## src/rtl/mult_seq_ctrl_pkg.sv

```systemverilog
// Shared definitions for the sequential multiplier controller: state
// encoding, step identifiers and the per-step shift table.
package mult_seq_ctrl_pkg;

    // Controller states. Encoding 2'd3 is unused and behaves as IDLE.
    typedef enum logic [1:0] {
        ST_IDLE = 2'd0,
        ST_MUL  = 2'd1,
        ST_DONE = 2'd2
    } state_t;

    // Partial-product steps, in issue order.
    // Bit 0 of the step selects the high half of operand a.
    // Bit 1 of the step selects the high half of operand b.
    localparam logic [1:0] STEP_LL = 2'd0;  // a_lo * b_lo
    localparam logic [1:0] STEP_HL = 2'd1;  // a_hi * b_lo
    localparam logic [1:0] STEP_LH = 2'd2;  // a_lo * b_hi
    localparam logic [1:0] STEP_HH = 2'd3;  // a_hi * b_hi

    localparam int unsigned NUM_STEPS = 4;

    // Left shift applied to a step's partial product before accumulation:
    // 0, HALF, HALF, WIDTH (= 2*HALF).
    function automatic int unsigned step_shift(input logic [1:0] step,
                                               input int unsigned half);
        int unsigned sh;
        sh = 0;
        case (step)
            STEP_LL: sh = 0;
            STEP_HL: sh = half;
            STEP_LH: sh = half;
            default: sh = 2 * half;
        endcase
        return sh;
    endfunction

    // Which operand halves a step consumes.
    function automatic logic step_uses_a_hi(input logic [1:0] step);
        return step[0];
    endfunction

    function automatic logic step_uses_b_hi(input logic [1:0] step);
        return step[1];
    endfunction

endpackage

```

## src/rtl/mult8.sv

```systemverilog
// Narrow unsigned combinational multiplier shared by the sequencer.
// Default is 8x8; the operand width follows the caller's half width.
module mult8 #(
    parameter int W = 8
) (
    input  logic [W-1:0]   a,
    input  logic [W-1:0]   b,
    output logic [2*W-1:0] p
);

    // Zero-extend both operands so the product is computed at full width.
    assign p = {{W{1'b0}}, a} * {{W{1'b0}}, b};

endmodule

```

## src/rtl/mult_seq_ctrl.sv

```systemverilog
// Sequential WIDTH x WIDTH unsigned multiplier. One HALF x HALF array is
// time-shared over four steps; shifted partial products accumulate into a
// 2*WIDTH register. Request side and result side are valid/ready pairs.
//
// Handshake rules: a transfer happens on a rising edge where valid and ready
// are both high. A valid output holds its data stable until accepted, and
// ready never depends combinationally on the matching valid.
import mult_seq_ctrl_pkg::*;

module mult_seq_ctrl #(
    parameter int WIDTH     = 16,            // operand width, must be even
    parameter int HALF      = WIDTH / 2,     // derived, do not override
    parameter bit ZERO_SKIP = 1'b1           // zero operand bypasses MUL
) (
    input  logic                 clk,
    input  logic                 rst,
    input  logic                 req_valid,
    output logic                 req_ready,
    input  logic [WIDTH-1:0]     in1,
    input  logic [WIDTH-1:0]     in2,
    output logic                 out_valid,
    input  logic                 out_ready,
    output logic [2*WIDTH-1:0]   out,
    output logic                 busy
);

    // ------------------------------------------------------------------
    // State and datapath registers
    // ------------------------------------------------------------------
    state_t               state_q;
    state_t               state_d;
    logic [1:0]           step_q;
    logic [2*WIDTH-1:0]   acc_q;
    logic [WIDTH-1:0]     a_r;
    logic [WIDTH-1:0]     b_r;

    // ------------------------------------------------------------------
    // Control decodes
    // ------------------------------------------------------------------
    logic                 accept;
    logic                 zero_op;
    logic                 skip;
    logic                 last_step;

    assign accept    = req_valid & req_ready;
    assign zero_op   = (in1 == '0) || (in2 == '0);
    assign skip      = ZERO_SKIP && zero_op;
    assign last_step = (step_q == STEP_HH);

    // ------------------------------------------------------------------
    // Partial-product datapath
    // ------------------------------------------------------------------
    logic [HALF-1:0]      a_sel;
    logic [HALF-1:0]      b_sel;
    logic [2*HALF-1:0]    pp;
    logic [2*WIDTH-1:0]   pp_ext;
    logic [2*WIDTH-1:0]   pp_shifted;
    logic [2*WIDTH-1:0]   acc_sum;

    // Operand half selection for the current step; only latched operands
    // reach the array, so in1/in2 are free to change after accept.
    always_comb begin
        a_sel = a_r[HALF-1:0];
        b_sel = b_r[HALF-1:0];
        if (step_uses_a_hi(step_q)) begin
            a_sel = a_r[WIDTH-1:HALF];
        end
        if (step_uses_b_hi(step_q)) begin
            b_sel = b_r[WIDTH-1:HALF];
        end
    end

    mult8 #(
        .W (HALF)
    ) u_mult8 (
        .a (a_sel),
        .b (b_sel),
        .p (pp)
    );

    // Widen, position and add the partial product. The sum of all four
    // shifted products is the exact product, so truncation never bites.
    always_comb begin
        pp_ext     = {{(2*WIDTH-2*HALF){1'b0}}, pp};
        pp_shifted = pp_ext << step_shift(step_q, HALF);
        acc_sum    = acc_q + pp_shifted;
    end

    // ------------------------------------------------------------------
    // FSM
    // ------------------------------------------------------------------

    // State register; asynchronous reset returns to IDLE immediately.
    always_ff @(posedge clk or posedge rst) begin
        if (rst) begin
            state_q <= ST_IDLE;
        end else begin
            state_q <= state_d;
        end
    end

    // Next-state and Moore outputs; unused encoding behaves as IDLE.
    always_comb begin
        state_d   = state_q;
        req_ready = 1'b0;
        out_valid = 1'b0;
        busy      = 1'b0;
        case (state_q)
            ST_MUL: begin
                busy = 1'b1;
                if (last_step) begin
                    state_d = ST_DONE;
                end
            end
            ST_DONE: begin
                out_valid = 1'b1;
                if (out_ready) begin
                    state_d = ST_IDLE;
                end
            end
            default: begin
                req_ready = 1'b1;
                if (req_valid) begin
                    state_d = skip ? ST_DONE : ST_MUL;
                end
            end
        endcase
    end

    // ------------------------------------------------------------------
    // Datapath registers
    // ------------------------------------------------------------------

    // Operand latch, step counter, accumulator and registered result.
    // The result only changes on entry to DONE.
    always_ff @(posedge clk or posedge rst) begin
        if (rst) begin
            a_r    <= '0;
            b_r    <= '0;
            acc_q  <= '0;
            step_q <= STEP_LL;
            out    <= '0;
        end else if (accept) begin
            a_r    <= in1;
            b_r    <= in2;
            acc_q  <= '0;
            step_q <= STEP_LL;
            if (skip) begin
                out <= '0;
            end
        end else if (state_q == ST_MUL) begin
            acc_q  <= acc_sum;
            step_q <= step_q + 2'd1;
            if (last_step) begin
                out <= acc_sum;
            end
        end
    end

endmodule

```

## config.mk

```make
export PLATFORM = sky130hd
export DESIGN_NAME = mult_seq_ctrl
export DESIGN_NICKNAME = d
export VERILOG_FILES = /design/src/rtl/mult_seq_ctrl_pkg.sv /design/src/rtl/mult8.sv /design/src/rtl/mult_seq_ctrl.sv
export SDC_FILE = /design/constraint.sdc
export NUM_CORES = 1
export LEC_CHECK = 0
export CAP_MARGIN = 15
export CORE_ASPECT_RATIO = 0.9
export CORE_MARGIN = 2
export CORE_UTILIZATION = 40
export CTS_CLUSTER_DIAMETER = 120
export CTS_CLUSTER_SIZE = 14
export DETAILED_ROUTE_END_ITERATION = 7
export SYNTH_ARGS = -nofsm -noshare
export SYNTH_HDL_FRONTEND = slang
export SYNTH_SLANG_ARGS = --single-unit
```

## constraint.sdc

```tcl
create_clock -name clk -period 9.3 [get_ports clk]
set_clock_uncertainty 0.2 [all_clocks]
set_input_delay 0.93 -clock clk [delete_from_list [all_inputs] [get_ports clk]]
set_output_delay 0.93 -clock clk [all_outputs]
set_load 0.05 [all_outputs]
```

; ---- Word-level counts from Yosys, hierarchy flattened
; Index checks and enable logic that the tools add are counted.
[word_totals]
reg_bits = 100
latchBits = 0
mem_bits_rw = 0
romBits = 0
out_inout_bits = 35
wordCells = 49
mem_count = 0
[classes]
add_sub_neg = 2
mul = 1
div = 0
n_lt_le_gt_ge = 0
eq_ne = 8
shifts = 1
mux = 19
bitwise = 1
reduce_logical = 11
[op_table]
columns = op, count
row1 = $mux 32, 6
row2 = $add 32x32->32, 1
row3 = $logic_not 16->1, 2
row4 = $shl 16x32->32, 1
row5 = $mul 8x8->16, 1
row6 = $mux 8, 2
row7 = $mux 2, 6
row8 = $pmux 5 s2, 1
row9 = $eq 2x2->1 const B, 3
row10 = $reduce_and 3->1, 2
row11 = $eq 2x1->1 const B, 2
row12 = $ne 2x2->1 const B, 2
row13 = $pmux 2 s2, 1
row14 = $reduce_bool 2->1, 2
row15 = $reduce_or 2->1, 2
row16 = $mux 1, 3
row17 = $reduce_bool 3->1, 1
row18 = $add 2x1->2 const B, 1
row19 = $logic_not 2->1, 1
row20 = $ne 2x1->1 const B, 1
row21 = $and 1x1->1, 1
row22 = $logic_or 1x1->1, 1

; ---- Longest topological paths before layout
; Gate-level depths: netlist of run 1.
[logic_depth]
depth_word = 8
ltp_mapped = 30
mapped_depth_nobuf = 29

; ---- Cells and area by module
; A second synthesis of run 1 with hierarchy kept.
[unflattened]
hier_cells = 940
area_unflattened_um2 = 8475.6
[modules_own_cells]
columns = module, n_inst, cells_each, area_per_inst_um2, seq_area_each_um2
row1 = mult_seq_ctrl, 1, 697, 6363.6, 2502.4
row2 = mult8, 1, 243, 2112.0, 0.0

; ---- Worst setup path after synthesis of run 1
; OpenSTA, ideal clock, no wires.
[synth_timing]
path_type = register to register
start = reg step_q[0]
end = reg acc_q[31]
setup_time_ns = 0.078
arrival_time_ns = 7.033
path_slack_ns = 1.989
path_stages_with_launch = 27
path_buffers = 1
period_less_slack_ns = 7.311
cell_sequence = dfrtp_1 -> clkbuf_1 -> mux2i_1 -> or2_2 -> fa_1 -> fa_1 -> inv_1 -> fa_1 -> inv_1 -> fa_1 -> inv_1 -> ha_1 -> o21ai_1 -> a21oi_1 -> a41o_1 -> o41a_1 -> nor4b_1 -> a211o_1 -> ha_1 -> a21o_1 -> a31o_1 -> or3_1 -> o21ai_2 -> o221ai_1 -> xor2_1 -> or3_1 -> a21oi_1
[synth_between]
elab_chain_len = 7
word_cells_on_any_way = 11
cone_classes = 1 x add/sub / 1 x mul / 2 x eq/ne / 1 x shift / 4 x mux / 2 x reduce/logical
[synth_rtl]
columns = element, line
row1 = start: declaration, mult_seq_ctrl.sv:32  ; logic [1:0] step_q;
row2 = start signal: assignment, mult_seq_ctrl.sv:153  ; step_q <= step_q + 2'd1;
row3 = branches (longest 3 deep; another with $mul 8x8->16), -
row4 = $shl 16x32->32 *, mult_seq_ctrl.sv:85  ; pp_shifted = pp_ext << step_shift(step_q, HALF);
row5 = $add 32x32->32 *, mult_seq_ctrl.sv:86  ; acc_sum = acc_q + pp_shifted;
row6 = $mux 32 *, mult_seq_ctrl.sv:151  ; end else if (state_q == ST_MUL) begin
row7 = $mux 32 *, mult_seq_ctrl.sv:143  ; end else if (accept) begin
row8 = end signal: assignment, mult_seq_ctrl.sv:152  ; acc_q <= acc_sum;
row9 = end: declaration, mult_seq_ctrl.sv:33  ; logic [2*WIDTH-1:0] acc_q;
; Every way passes the cells marked *. The select of a mux whose other input is x is not followed.
; A chain may end at the register's enable or synchronous reset.

; ---- Worst setup path in the final report of run 1
[layout_timing]
start = reg step_q[1]
end = reg acc_q[31]
[layout_between]
elab_chain_len = 7
word_cells_on_any_way = 11
cone_classes = 1 x add/sub / 1 x mul / 2 x eq/ne / 1 x shift / 4 x mux / 2 x reduce/logical
[layout_rtl]
columns = element, line
row1 = branches (longest 3 deep; another with $mul 8x8->16), -
row2 = $shl 16x32->32 *, mult_seq_ctrl.sv:85
row3 = $add 32x32->32 *, mult_seq_ctrl.sv:86
row4 = $mux 32 *, mult_seq_ctrl.sv:151
row5 = $mux 32 *, mult_seq_ctrl.sv:143
; Marked as above.

==> results of run 1 <==
-- worst max-delay path: cells and delay by family, from the launching register on --
kind / cells / cell delay, ns
fa+ha+maj: 6 / 2.66
mux: 1 / 0.71
xor+xnor: 1 / 0.19
simple gates: 5 / 1.28
buf+inv: 2 / 0.09
compound gates: 10 / 2.05
flops: 1 / 0.64
-- layout by cell type (no fill, tap or decap), types with 5 or more instances in the layout --
cell type	n
a211oi_1	10
a21o_1	11
a21oi_1	37
a22o_1	15
and2_1	7
buf_4	7
clkbuf_16	9
clkdlybuf4s50_1	70
dfrtp_1	100
fa_1	37
ha_1	69
inv_1	65
mux2i_1	38
nand2_1	150
nand3_1	15
nor2_1	125
nor2b_1	9
nor3_1	14
nor4_1	8
o21ai_0	34
o21ai_1	6
o21bai_1	6
o31ai_1	14
or2_2	14
or3_1	5
xnor2_1	21
xor2_1	20
-- routing by layer --
metal / vias to the layer above / wire [microns]
met5: - / 0
met4: 0 / 209
met3: 18 / 786
met2: 125 / 8480
met1: 3136 / 9840
li1: 3254 / -
-- logic make-up (layout without fill, tap and decap cells) --
kind of cell | Yosys count | count (layout)
buffers and inverters | 100 | 159
muxes | 39 | 39
adders and majority gates | 107 | 107
and+or+nand+nor | 365 | 365
DFF | 100 | 100
AOI/OAI and AO/OA | 174 | 174
xor gates and xnor gates | 41 | 41
-- layout make-up --
type,count,area (sq um),area share [%]
Inverter,66,250,2.70
Tap cell,255,319,3.44
Multi-Input combinational cell,726,5160,55.7
Sequential cell,100,2500,27.0
Clock inverter,6,53.8,0.580
Clock buffer,10,229,2.47
Timing Repair Buffer,77,753,8.13
-- worst paths after layout --
kind,from,endpoint,slack (ns)
worst max-delay path,step_q[1],acc_q[31],1.39
worst min-delay path,out[3],out[3],0.27
max in group asynchronous,rst,acc_q[1],6.96
min in group asynchronous,rst,state_q[1],0.72
worst min register to register,out[3],out[3],0.27
worst max register to register,step_q[1],acc_q[31],1.39
-- flip-flops by register name, indices dropped and copies added (netlist names) --
register	cells
a_r	16
acc_q	32
b_r	16
out	32
state_q	2
step_q	2
-- metrics by stage --
stage / utilization, % / std cells
after global routing: 46.8 / 1240
final: 46.8 / 1240
after detailed placement: 45.4 / 1224
after CTS: 46.8 / 1240
after global placement: 45.4 / 1224
after floorplan: - / 926
-- synthesized netlist by cell type, types with 6 or more instances --
master / number
o21ai_0: 34
a21o_1: 11
inv_1: 66
ha_1: 70
o21ai_1: 6
xnor2_1: 21
nand3_1: 15
and2_1: 8
xor2_1: 20
a21oi_1: 38
or2_2: 14
o31ai_1: 14
dfrtp_1: 100
clkbuf_1: 25
nor2b_1: 9
a211oi_1: 10
nor2_1: 125
nor3_1: 14
nor4_1: 8
mux2i_1: 38
a22o_1: 15
nand2_1: 150
o21bai_1: 6
fa_1: 37
buf_1: 7
==> flow_metrics.env, run 1 <==
export IMPL_end_kind="register"
export IMPL_cts_tree="built"
export IMPL_dp_slack_ns=1.47
export IMPL_place_congestion=0.899
export IMPL_fillers=1978
export IMPL_maxSlewHeadroom_pct=32.8
export IMPL_synth_area_sq_um=8030
export IMPL_synth_fa_ha_area_share_pct=20.1
export IMPL_muxShareOfSynthArea_pct=4.88
export IMPL_fp_coreArea_sq_um=19800
export IMPL_cts_htree_levels=3
export IMPL_synth_compound_area_share_pct=15.1
export IMPL_synth_top_family_by_area="adder cells"
export IMPL_holdBufCountCts=0
export IMPL_maxCapViolCount=0
export IMPL_vias=6533
export IMPL_synthArstFlopShare_pct=100
export IMPL_antenna_found_initial=0
export IMPL_wl_per_cell_microns=15.6
export IMPL_cp_data_required_time_ns=9.38
export IMPL_seq_area_frac_synth_pct=31.2
export IMPL_ios=71
export IMPL_synth_cell_type_count=61
export IMPL_cts_buffers=9
export IMPL_yosysWarnings=0
export IMPL_diodes=0
export IMPL_placed_area_sq_um=8990
export IMPL_fin_area_sq_um=9270
export IMPL_dieHeight_microns=138
export IMPL_grt_start_max_net_pins=69
export IMPL_arrival_ns=7.99
export IMPL_dp_hpwl_mm=14.6
export IMPL_cpMaxStageDelayCell="mux2i_1"
export IMPL_min_path_cells=2
export IMPL_ys_flop_type="dfrtp_1"
export IMPL_clk_latency_ns=0.36
export IMPL_post_route_drc_count=0
export IMPL_gr_total_overflow=0
export IMPL_die_w_microns=153
export IMPL_via_per_inst=5.27
export IMPL_post_cts_setup_buffers=0
export IMPL_reg2regPathDepth=25
export IMPL_yosysTopAreaCell="dfrtp_1"
export IMPL_whs_ns=0.274
export IMPL_die_area_sq_um=21200
export IMPL_drt_pre_antenna_iters=5
export IMPL_hold_viol=0
export IMPL_max_freq_mhz=126
export IMPL_grt_pass1_wl_mm=32.3
export IMPL_syn_num_nets=1069
export IMPL_cts_clk_slew_worst_paths_ns=0.08
export IMPL_synthCells=926
export IMPL_cp_common_cell="fa_1"
export IMPL_cts_resized=0
export IMPL_setup_viol=0
export IMPL_rsz0062_at_grt="false"
export IMPL_nNetsFinal=1123
export IMPL_synthToLayoutAreaGrowth_pct=15.5
export IMPL_setup_slack_ns=1.39
export IMPL_cts_sinks=100
export IMPL_tightest_slew_ns=1.01
export IMPL_wirelength_mm=19.3
export IMPL_period_share_pct=85.0
export IMPL_crit_type="register to register"
export IMPL_drt_iter0_drc=376
export IMPL_grt_met3_usage_pct=3.79
export IMPL_met2_usage_pct=28.3
export IMPL_grtUsageMet1_pct=27.8
export IMPL_synth_simple_area_share_pct=19.5
export IMPL_ctsRootBufferMaster="clkbuf_16"
export IMPL_grt_pass1_vias=6392
export IMPL_path_max_fanout=10
export IMPL_yosysTopAreaCellShare_pct=31.2
export IMPL_synth_seq_cells=100
export IMPL_synth_xor_area_share_pct=4.47
export IMPL_grt_busiest_layer="met2"
export IMPL_fin_crit_ns=7.91
export IMPL_synth_area_leaders="dfrtp_1 (31%), ha_1 (11%), fa_1 (9.2%), nand2_1 (7.0%), nor2_1 (5.8%)"
export IMPL_max_stage_delay_ns=0.71
export IMPL_synth_edf_count=0
export IMPL_layout_drive_gt1_share_pct=5.38
export IMPL_slew_violations=0
export IMPL_io_buffers=70
export IMPL_hold_path_class="register to register"
export IMPL_clockBufferDepth=2
export IMPL_outcome="finished, final reports clean"
export IMPL_initial_core_util_pct=40.5
export IMPL_rows=49
export IMPL_ant_nets=0
export IMPL_start_kind="register"
export IMPL_grt_usage_pct=18.7
export IMPL_finalSetupTns_ns=0
export IMPL_synth_area_per_cell_sq_um=8.67
Power of run 1 is left out: the tool's default activity adds up to more than one toggle a clock period on the data nets, which glitch-free logic cannot reach.
==> run 2, diff against run 1 <==
--- a/config.mk
+++ b/config.mk
@@ -8,10 +8,11 @@
 export CAP_MARGIN = 15
 export CORE_ASPECT_RATIO = 0.9
 export CORE_MARGIN = 2
-export CORE_UTILIZATION = 40
+export CORE_UTILIZATION = 55
 export CTS_CLUSTER_DIAMETER = 120
 export CTS_CLUSTER_SIZE = 14
 export DETAILED_ROUTE_END_ITERATION = 7
+export PLACE_DENSITY = 0.77
 export SYNTH_ARGS = -nofsm -noshare
 export SYNTH_HDL_FRONTEND = slang
 export SYNTH_SLANG_ARGS = --single-unit
==> run 2 against run 1 <==
Effect of this change:
- wire length is 3.2% lower
- via count is 2.1% higher
- cell area is 0.53% lower
- maximum frequency is 0.12% higher
- cell count is 5.2% lower
- flip-flop and latch count stayed put
- register-to-register slack hardly changed
- global-route usage is 6.1 points higher
- sequential share of layout area is 0.14 points higher
- critical path depth stayed put
- worst hold slack worse by 0.0061 ns
- die area is 27% lower
- critical endpoint unchanged
- largest cell class unchanged
- highest routed layer unchanged
==> flow_metrics.env, run 2 (same netlist as run 1, synthesis figures left out) <==
export IMPL_reg2reg_slack_ns=1.40
export IMPL_finalSetupTns_ns=0
export IMPL_reg2regPathDepth=25
export IMPL_final_cell_mix="nand2_1 (150), nor2_1 (125), dfrtp_1 (100)"
export IMPL_post_cts_setup_buffers=0
export IMPL_grt_usage_pct=24.8
export IMPL_holdBufCountCts=0
export IMPL_clk_latency_ns=0.36
export IMPL_grt_pass1_wl_mm=31.1
export IMPL_register_area_sq_um=2500
export IMPL_cp_data_required_time_ns=9.38
export IMPL_cts_buffers=9
export IMPL_dieHeight_microns=119
export IMPL_slew_violations=0
export IMPL_gr_total_overflow=0
export IMPL_ctsRootBufferMaster="clkbuf_16"
export IMPL_multi_input_area_sq_um=5160
export IMPL_fp_coreArea_sq_um=14200
export IMPL_wl_per_cell_microns=15.9
export IMPL_fin_crit_ns=7.90
export IMPL_layout_commonest_cell="nand2_1"
export IMPL_crit_type="register to register"
export IMPL_worstReg2RegEnd="acc_q[31]"
export IMPL_initial_core_util_pct=56.7
export IMPL_drt_iter0_drc=506
export IMPL_r2r_start="step_q[1]"
export IMPL_setup_viol=0
export IMPL_ant_nets=0
export IMPL_post_route_drc_count=0
export IMPL_io_buffers=70
export IMPL_path_max_fanout=10
export IMPL_grt_start_max_net_pins=70
export IMPL_dp_hpwl_mm=13.9
export IMPL_hold_path_class="register to register"
export IMPL_hold_viol=0
export IMPL_nNetsFinal=1120
export IMPL_cts_tree="built"
export IMPL_hold_path_endpoint="out[4]"
export IMPL_cp_startpoint="step_q[1]"
export IMPL_grt_pass1_vias=6152
export IMPL_via_per_inst=5.68
export IMPL_die_area_sq_um=15600
export IMPL_cts_htree_levels=3
export IMPL_cts_resized=0
export IMPL_outcome="finished, final reports clean"
export IMPL_whs_ns=0.268
export IMPL_place_congestion=0.935
export IMPL_period_share_pct=84.9
export IMPL_clockBufferDepth=2
export IMPL_maxSlewHeadroom_pct=29.8
export IMPL_tightest_slew_ns=1.05
export IMPL_maxCapViolCount=0
export IMPL_drt_pre_antenna_iters=5
export IMPL_layoutNonFillerInstCount=1175
export IMPL_synthToLayoutAreaGrowth_pct=14.9
export IMPL_rows=41
export IMPL_arrival_ns=7.98
export IMPL_vias=6669
export IMPL_rsz0062_at_grt="false"
export IMPL_placedCellCount=1159
export IMPL_diodes=0
export IMPL_max_freq_mhz=127
export IMPL_layout_drive_gt1_share_pct=5.09
export IMPL_antenna_found_initial=0
export IMPL_cts_sinks=100
export IMPL_reg_top3="acc_q: 32 flops, out: 32 flops"
export IMPL_cts_clk_slew_worst_paths_ns=0.07
export IMPL_end_kind="register"
export IMPL_hp_start="out[4]"
export IMPL_start_kind="register"
export IMPL_wirelength_mm=18.7
export IMPL_ios=71
export IMPL_die_w_microns=131
export IMPL_fillers=1200
export IMPL_min_path_cells=2
## run 2: cell count changes in the layout (fill, tap and decap cells not counted)
cell,delta
buf_4,-3
bufinv_16,+2
clkbuf_8,+2
clkinv_2,-1
inv_6,-1
inv_8,-2
## run 2: stage by stage
| stage | instance area, sq um | utilization [%] | setup WS (ns) |
|---|---|---|---|
| after floorplan | 8030 | - | 1.99 |
| after global placement | 8890 | 62.8 | 1.64 |
| after detailed placement | 8890 | 62.8 | 1.50 |
| after CTS | 9220 | 65.1 | 1.45 |
| after global routing | 9220 | 65.1 | 0.848 |
| final | 9220 | 65.1 | 1.40 |
## run 2: area by class of cell
type | count | area share [%]
multi-input cells | 726 | 56.0
flip-flops and latches | 100 | 27.1
repair buffers | 74 | 7.93
clock buffers | 12 | 2.78
inverters | 66 | 2.71
well taps | 193 | 2.62
clock inverters | 4 | 0.841
## run 2: critical path, cell delays in order, from the launching register on
cell      delay [ns]
dfrtp_1         0.64
mux2i_1         0.69
nor2_1          0.16
fa_1            0.48
fa_1            0.55
inv_1           0.06
fa_1            0.47
fa_1            0.55
inv_1           0.04
ha_1            0.33
nor2b_1         0.15
o21ai_1         0.16
a21oi_1         0.11
a41o_1          0.27
o41a_1          0.40
nor4b_1         0.29
a211o_1         0.15
ha_1            0.29
a21o_1          0.20
a31o_1          0.23
or3_1           0.38
o21ai_2         0.22
o221ai_1        0.16
xor2_1          0.19
or3_1           0.32
a21oi_1         0.14
## run 2: worst max path at each step
stage,endpoint
2_1_floorplan,acc_q[31]
3_3_place_gp,out[18]
3_5_place_dp,acc_q[31]
4_1_cts,acc_q[31]
5_1_grt,out[18]
6_report,acc_q[31]
## run 2: layer usage
metal | global-route usage (%) | share of wire [%]
met1 | 37.4 | 49
met2 | 36.6 | 44
met5 | 0 | 0
met3 | 3.95 | 6.1
met4 | 7.61 | 1.7
Power of run 2 is left out for the same reason.
==> run 3, diff against run 2 <==
--- a/config.mk
+++ b/config.mk
@@ -8,11 +8,11 @@
 export CAP_MARGIN = 15
 export CORE_ASPECT_RATIO = 0.9
 export CORE_MARGIN = 2
-export CORE_UTILIZATION = 55
+export CORE_UTILIZATION = 54
 export CTS_CLUSTER_DIAMETER = 120
 export CTS_CLUSTER_SIZE = 14
 export DETAILED_ROUTE_END_ITERATION = 7
-export PLACE_DENSITY = 0.77
+export PLACE_DENSITY = 0.78
 export SYNTH_ARGS = -nofsm -noshare
 export SYNTH_HDL_FRONTEND = slang
 export SYNTH_SLANG_ARGS = --single-unit
==> constraint.sdc (replaced) <==
create_clock -name clk -period 6.95 [get_ports clk]
set_clock_uncertainty 0.2 [all_clocks]
set_input_delay 0.695 -clock clk [delete_from_list [all_inputs] [get_ports clk]]
set_output_delay 0.695 -clock clk [all_outputs]
set_load 0.05 [all_outputs]
==> run 3 against run 2 <==
Effect of this change:
- the run now ends with setup timing left
- wire length up 23%
- cell area up 16%
- flip-flop and latch count unchanged
- global-route usage up 2.6 points
- worst hold slack worse by 0.0054 ns
- maximum frequency up 12%
- clock-buffer cell count down 2
- largest cell class unchanged
==> flow_metrics.env, run 3 (same netlist as run 1, synthesis figures left out) <==
export IMPL_gr_total_overflow=0
export IMPL_ant_nets=0
export IMPL_wl_per_cell_microns=17.8
export IMPL_min_path_cells=2
export IMPL_cts_htree_levels=3
export IMPL_via_per_inst=5.86
export IMPL_reg2regPathDepth=30
export IMPL_synthToLayoutAreaGrowth_pct=33.6
export IMPL_fillers=1006
export IMPL_crit_type="register to register"
export IMPL_clk_latency_ns=0.36
export IMPL_fin_area_sq_um=10700
export IMPL_finalSetupTns_ns=-0.279
export IMPL_place_congestion=0.956
export IMPL_wl_met1_mm=9.99
export IMPL_violations="setup timing"
export IMPL_post_route_drc_count=0
export IMPL_dr_wl_met3_mm=1.53
export IMPL_wirelength_mm=23.0
export IMPL_path_max_fanout=5
export IMPL_die_area_sq_um=15900
export IMPL_rows=42
export IMPL_ctsRootBufferMaster="clkbuf_16"
export IMPL_hold_path_class="register to register"
export IMPL_maxCapViolCount=0
export IMPL_fin_util_pct=73.4
export IMPL_grt_pass1_wl_mm=34.7
export IMPL_max_freq_mhz=142
export IMPL_io_buffers=70
export IMPL_cts_sinks=100
export IMPL_rsz0062_at_grt="true"
export IMPL_layoutNonFillerInstCount=1288
export IMPL_worstReg2RegEnd="acc_q[18]"
export IMPL_grt_usage_pct=27.4
export IMPL_grt_pass1_vias=7104
export IMPL_diodes=0
export IMPL_reg_top3="acc_q: 32 flops, out: 32 flops"
export IMPL_cp_data_required_time_ns=7.02
export IMPL_cts_tree="built"
export IMPL_slew_violations=0
export IMPL_grt_start_max_net_pins=69
export IMPL_outcome="complete, but fails checks"
export IMPL_holdBufCountCts=0
export IMPL_cts_buffers=9
export IMPL_layout_commonest_cell="nand2_1"
export IMPL_dp_hpwl_mm=15.3
export IMPL_initial_core_util_pct=54.9
export IMPL_drt_pre_antenna_iters=5
export IMPL_cp_startpoint="step_q[0]"
export IMPL_end_kind="register"
export IMPL_ios=71
export IMPL_placed_area_sq_um=9710
export IMPL_maxSlewHeadroom_pct=30.5
export IMPL_fp_coreArea_sq_um=14600
export IMPL_multi_input_area_sq_um=5800
export IMPL_layout_drive_gt1_share_pct=23.7
export IMPL_tightest_slew_ns=1.04
export IMPL_setup_slack_ns=-0.0793
export IMPL_routed_top_layer="met4"
export IMPL_setup_viol=8
export IMPL_start_kind="register"
export IMPL_placedCellCount=1252
export IMPL_clockBufferDepth=2
export IMPL_max_stage_delay_ns=0.58
export IMPL_cts_clk_slew_worst_paths_ns=0.07
export IMPL_final_cell_mix="nand2_1 (147), nor2_1 (111), buf_4 (103)"
export IMPL_die_w_microns=133
export IMPL_cp_endpoint="acc_q[18]"
export IMPL_met2_length_mm=11.0
export IMPL_r2r_start="step_q[0]"
export IMPL_cpMaxStageDelayCell="fa_1"
export IMPL_arrival_ns=7.10
export IMPL_fin_crit_ns=7.03
export IMPL_nNetsFinal=1230
export IMPL_period_share_pct=101
export IMPL_dieHeight_microns=120
export IMPL_vias=7545
export IMPL_antenna_found_initial=0
export IMPL_drt_iter0_drc=729
export IMPL_reg2reg_slack_ns=-0.08
export IMPL_register_area_sq_um=2500
export IMPL_hold_viol=0
[run 3: cell count changes in the layout (fill, tap and decap cells not counted), sizes merged]
cell | previous run | this run
bufinv | 2 | 1
buf | 4 | 114
clkbuf | 12 | 10
clkinv | 0 | 1
[run 3: how the worst min path moves through the flow]
stage,to,startpoint
after detailed placement,out[4],out[4]
after global placement,out[4],out[4]
after floorplan,a_r[5],a_r[5]
after global routing,out[4],out[4]
final,out[4],out[4]
after CTS,out[4],out[4]
[run 3: through the flow]
step | setup slack, ns | hold slack (ns)
2_1_floorplan | 0.00597 | 0.245
3_3_place_gp | -0.110 | 0.251
3_5_place_dp | -0.236 | 0.256
4_1_cts | -0.00788 | 0.271
5_1_grt | -0.282 | 0.305
6_report | -0.0793 | 0.263
[run 3: critical path: cells and delay by family, from the launching register on]
family          cells  cell delay (ns)
buf+inv             6             0.75
simple gates        6             0.40
compound gates     10             1.96
xor+xnor            1             0.25
fa+ha+maj           6             2.68
flops               1             0.43
mux                 1             0.26
[run 3: layout make-up]
type | instances | share of cell area, %
timing repair buffer | 184 | 15.1
inverter | 66 | 2.33
tap | 198 | 2.31
sequential | 100 | 23.4
clock inverter | 4 | 0.549
multi-input combinational | 726 | 54.1
clock buffer | 10 | 2.23
[run 3: timing repair]
action,in CTS,in global routing
endpoints found under the hold margin,0,0
pin swaps,38,57
buffers inserted,4,18
gates cloned,1,0
gates resized for setup,39,92
setup endpoints to repair,22,34
[run 3: routing by layer]
layer	GRT usage (%)	up-vias
met2	43.1	316
met1	38.5	3718
met4	9.07	0
met5	0	-
li1	-	3471
met3	4.94	40
Power of run 3 is left out for the same reason.
